==> src/rtl/frame_packer.sv <==
// frame_packer: groups aligner words into fixed-size frames with a count/status trailer, buffered in a FWFT FIFO.
module frame_packer #(
  parameter int DATA_W      = 32,
  parameter int ADDR_W      = 6,
  parameter int FRAME_WORDS = 16
) (
  input  logic                clk,
  input  logic                rst,
  input  logic                i_sync,
  input  logic [DATA_W-1:0]   i_data,
  input  logic                i_vld,
  output logic [DATA_W-1:0]   o_data,
  output logic                o_vld,
  input  logic                i_rdy,
  output logic                o_sop,
  output logic                o_eop,
  output logic [ADDR_W:0]     o_level,
  output logic [15:0]         o_drop_cnt
);
  localparam int DEPTH = 1 << ADDR_W;
  typedef enum logic [1:0] {IDLE, COLLECT, TRAILER} state_t;
  state_t st;
  logic [DATA_W+1:0] mem [DEPTH];
  logic [ADDR_W-1:0] wptr, rptr;
  logic [ADDR_W:0] level;
  logic [15:0] ocnt, scnt, drop_cnt;
  logic trunc, drop, restart_pend;
  logic room1, room2, push, pop, drop_inc, last;
  logic [DATA_W+1:0] wdata;
  always_comb begin
    room1 = level < (ADDR_W+1)'(DEPTH);
    room2 = level <= (ADDR_W+1)'(DEPTH - 2);
    pop = o_vld && i_rdy;
    push = (st == COLLECT && i_vld && !i_sync && room2) || (st == TRAILER && room1);
    wdata = st == TRAILER ? {1'b1, scnt == 16'd0, trunc, drop, 14'b0, scnt}
                          : {1'b0, scnt == 16'd0, i_data};
    drop_inc = i_vld && (st == TRAILER || (st == COLLECT && (i_sync || !room2)));
    last = ocnt + 16'd1 == 16'(FRAME_WORDS);
  end
  assign o_vld      = level != '0;
  assign o_data     = o_vld ? mem[rptr][DATA_W-1:0] : '0;
  assign o_sop      = o_vld && mem[rptr][DATA_W];
  assign o_eop      = o_vld && mem[rptr][DATA_W+1];
  assign o_level    = level;
  assign o_drop_cnt = drop_cnt;
  always_ff @(posedge clk)
    if (push) mem[wptr] <= wdata;
  always_ff @(posedge clk) begin
    if (rst) begin
      wptr <= '0;
      rptr <= '0;
      level <= '0;
      drop_cnt <= '0;
    end else begin
      if (push) wptr <= wptr + 1'b1;
      if (pop) rptr <= rptr + 1'b1;
      level <= level + (ADDR_W+1)'(push) - (ADDR_W+1)'(pop);
      if (drop_inc && drop_cnt != 16'hFFFF) drop_cnt <= drop_cnt + 16'd1;
    end
  end
  // A sync arriving while the trailer goes out restarts collection straight away.
  always_ff @(posedge clk) begin
    if (rst) begin
      st <= IDLE;
      ocnt <= '0;
      scnt <= '0;
      trunc <= 1'b0;
      drop <= 1'b0;
      restart_pend <= 1'b0;
    end else begin
      case (st)
        IDLE: if (i_sync) begin
          st <= COLLECT;
          ocnt <= '0;
          scnt <= '0;
          trunc <= 1'b0;
          drop <= 1'b0;
          restart_pend <= 1'b0;
        end
        COLLECT: if (i_sync) begin
          if (ocnt != 16'd0) begin
            trunc <= 1'b1;
            restart_pend <= 1'b1;
            st <= TRAILER;
          end
        end else if (i_vld) begin
          ocnt <= ocnt + 16'd1;
          if (room2) scnt <= scnt + 16'd1;
          else drop <= 1'b1;
          if (last) st <= TRAILER;
        end
        TRAILER: begin
          if (i_sync) restart_pend <= 1'b1;
          if (room1) begin
            st <= (restart_pend || i_sync) ? COLLECT : IDLE;
            ocnt <= '0;
            scnt <= '0;
            trunc <= 1'b0;
            drop <= 1'b0;
            restart_pend <= 1'b0;
          end
        end
        default: st <= IDLE;
      endcase
    end
  end
endmodule

==> config.mk <==
export PLATFORM = sky130hd
export DESIGN_NAME = frame_packer
export DESIGN_NICKNAME = d
export VERILOG_FILES = /design/src/rtl/frame_packer.sv
export SDC_FILE = /design/constraint.sdc
export NUM_CORES = 2
export LEC_CHECK = 0
export CELL_PAD_IN_SITES_DETAIL_PLACEMENT = 1
export CELL_PAD_IN_SITES_GLOBAL_PLACEMENT = 1
export CORE_MARGIN = 8
export CORE_UTILIZATION = 50
export CTS_BUF_LIST = sky130_fd_sc_hd__clkbuf_4 sky130_fd_sc_hd__clkbuf_8
export DETAILED_ROUTE_END_ITERATION = 16
export PLACE_DENSITY = 0.74
export SLEW_MARGIN = 15
export SYNTH_ARGS = -nofsm -noshare
export SYNTH_HDL_FRONTEND = slang
export SYNTH_SLANG_ARGS = --single-unit
==> constraint.sdc <==
create_clock -name clk -period 6.1 [get_ports clk]
set_clock_uncertainty 0.05 [all_clocks]
set_input_delay 0.915 -clock clk [delete_from_list [all_inputs] [get_ports clk]]
set_output_delay 0.915 -clock clk [all_outputs]
set_load 0.1 [all_outputs]
==> flow_summary_export.csv <==
group,metric,value,unit
run_status,status,"finished, final reports clean",
synthesis,yosys.area.top_type,"edfxtp_1",
clock_network,clk_latency,1.02,ns
clock_network,clk_pin_slew,0.06,ns
power,peakVddDrop,0.354,mV
synthesis,ys_ff_latch,2254,
global_routing,grt_pass1_wl,317000,µm
synthesis,mappedNetlistArea,0.0874,mm²
drt,drt-total-wl,220000,µm
drt,drc,0,
floorplan,pin_count,95,
layout,final_cell_mix,"2176 x edfxtp_1, 656 x mux4_2, 370 x clkbuf_8, 168 x buf_4, 115 x clkbuf_4",
sta,rsz0062_at_grt,"no",
synthesis,avgSynthCellArea,22.7,µm²
placement,place_inst,6217,
synthesis,synth_nets,3917,
clock_network,clockRootBuffer,"clkbuf_8",
worst_setup_path,worstSetupStartpointType,"register",
sta,fin_tns_setup,0,ns
floorplan,start_util,0.503,
sta,fmax,168,MHz
drt,drt_iter0_markers,5149,
sta,final-hold-violation-count,0,
global_routing,antenna_found_initial,6,
floorplan,die_area,0.188,mm²
clock_network,tritoncts,"built",
layout,drive_gt1_frac,0.331,
synthesis,synthCells,3855,
synthesis,yosysUniqueCellTypes,54,
synthesis,yosys_warnings,0,
sta,timing.final.ws_setup,0.165,ns
placement,hpwl,128000,µm
synthesis,synth_top_flop_cell,"edfxtp_1",
sta,drv_slew,0,
synthesis,synth_edf_count,2176,
global_routing,grt_start_max_net_pins,85,
layout,layout_commonest_cell,"edfxtp_1",
drt,wire_per_inst,32.0,µm
clock_network,clock-sinks,2254,
sta,setup_violations,0,
power,powerDensity,384,mW/mm²
clock_network,cts_buffers,361,
drt,vias_per_cell,6.17,
sta,min_period,5.93,ns
worst_setup_path,crit_arrival,4.97,ns
worst_setup_path,cp_data_required_time,5.13,ns
sta,period_share,0.973,
clock_network,htreeDepth,5,
layout,final_area,0.0992,mm²
floorplan,rows,153,
global_routing,grt.overflow.total,0,
floorplan,fp.dieW,434,µm
sta,slew_headroom,0.216,
global_routing,grt_pass1_vias,45200,
sta,worstMarginPinSlew,1.17,ns
layout,final_cells,6857,
layout,area_growth,13.5,%
placement,dp_slack,0.945,ns
floorplan,die_y,434,µm
run,maxCapViolations,0,
layout,multi_input_area,0.0200,mm²
drt,dr.pass1.iters,5,
worst_setup_path,critPathKind,"reg -> out",
drt,final_antenna_net_count,0,
worst_setup_path,end_kind,"primary output",
synthesis,async_reset_ff_frac,0,
synthesis,seq_area_frac_synth,0.766,
layout,final_nets,4318,
synthesis,synth_top_area_share,0.748,
synthesis,synth_area_leaders,"edfxtp_1 75%, mux4_2 17%, dfxtp_1 1.8%",
sta,hold-worst-slack,0.376,ns
clock_network,hold_buffers,0,
power,p_leak,30.0,nW
layout,fill_cells,14800,
clock_network,clockBufferDepth,4,
worst_hold_path,hp-class,"in -> reg",
layout,regArea,0.0669,mm²
placement,finalWeightedCongestion,0.812,
placement,place_area,0.0923,mm²
floorplan,core_area,0.174,mm²
placement,port_buffers,94,
drt,vias,42300,
worst_setup_path,cp_max_fo,17,
global_routing,track_usage,0.232,
per-stage QoR:
step / total power, W / utilization
finish: 0.0381 / 0.571
global route: 0.0392 / 0.571
global placement: 0.0258 / 0.531
detailed placement: 0.0260 / 0.531
floorplan: 0.0235 / -
CTS: 0.0384 / 0.570
cell usage after synthesis (4+ instances only):
cell	number
buf_1	31
a211oi_1	42
nor2_1	121
o22ai_1	34
nor2b_1	45
or4_1	5
a311oi_1	4
nand2_1	33
nand3_1	24
ha_1	24
buf_2	73
or2_2	5
dfxtp_1	78
a21oi_1	68
and3_1	5
inv_1	26
mux2_2	19
and2_1	4
and4_1	9
nor3_1	11
or3_1	23
o31ai_1	6
xor2_1	9
mux2i_1	87
clkbuf_1	104
o21ai_0	30
xnor2_1	17
nand4_1	15
mux4_2	656
edfxtp_1	2176
buf_4	8
nor4_1	11
buf_6	5
nand2b_1	9
repair_timing:
item / 4_1_cts / 5_1_grt
setup endpoints to repair: 3 / 0
resized for setup: 1 / 0
buffers inserted: 1 / 0
hold endpoints to repair: 0 / 0
final cells by class:
class                   count  area share
repair buffers            259      0.0246
well taps                2325      0.0293
multi-input cells        1354       0.202
diodes                      6    0.000151
clock buffers             485      0.0600
flip-flops and latches   2254       0.675
inverters                  26    0.000984
clock inverters           148     0.00836
worst max-delay path: stages, from the launching register on:
cell	delay, ns
dfxtp_4	0.77
buf_4	0.51
buf_4	0.43
mux4_2	0.30
mux2i_1	0.07
a21oi_1	0.45
mux2i_1	0.24
o22ai_1	0.69
buf_4	0.42
sequential cells by signal (all words and copies together), names as in the netlist, 2 cells and up, named ones only:
register    flops
mem          2176
o_level         7
wptr            6
scnt           16
rptr            6
ocnt           16
st              2
o_drop_cnt     16
layer usage:
metal,vias to the layer above,GRT usage,wire [µm]
met4,4,0.0795,7340
li1,17200,-,-
met5,-,0,26
met3,381,0.0448,16700
met1,22800,0.318,86800
met2,1887,0.378,109000
kinds of logic (layout without fill, tap and decap cells):
kind of cell	Yosys count	after routing	share of synthesized area
adders and majority gates	25	25	0.00367
muxes	762	762	0.181
buffers and inverters	247	918	0.0124
other	0	6	0
DFF	2254	2254	0.766
xor gates and xnor gates	26	26	0.00261
AOI/OAI and AO/OA	206	206	0.0145
and+or+nand+nor	335	335	0.0197
final timing paths:
check                            startpoint                         to  slack, ns  cells past startpoint
setup reg to reg      o_level[6]$_SDFF_PP0_      mem[32][11]$_DFFE_PP_       1.50                     10
setup / recovery                   register                  o_data[0]       0.17                      8
hold reg to reg   restart_pend$_SDFFE_PP0P_  restart_pend$_SDFFE_PP0P_       0.46                      2
hold / removal                          rst       ocnt[8]$_SDFFE_PP0P_       0.38                      2
power breakdown:
group,switching [W],leakage (nW),internal [W],total [W]
logic,0.00489,6.21,0.00292,0.00781
registers,0.000163,20.2,0.0177,0.0178
clock network,0.00582,3.60,0.00665,0.0125
total,0.0109,30.0,0.0272,0.0381
Note: power is estimated with default switching activity, not from simulation.
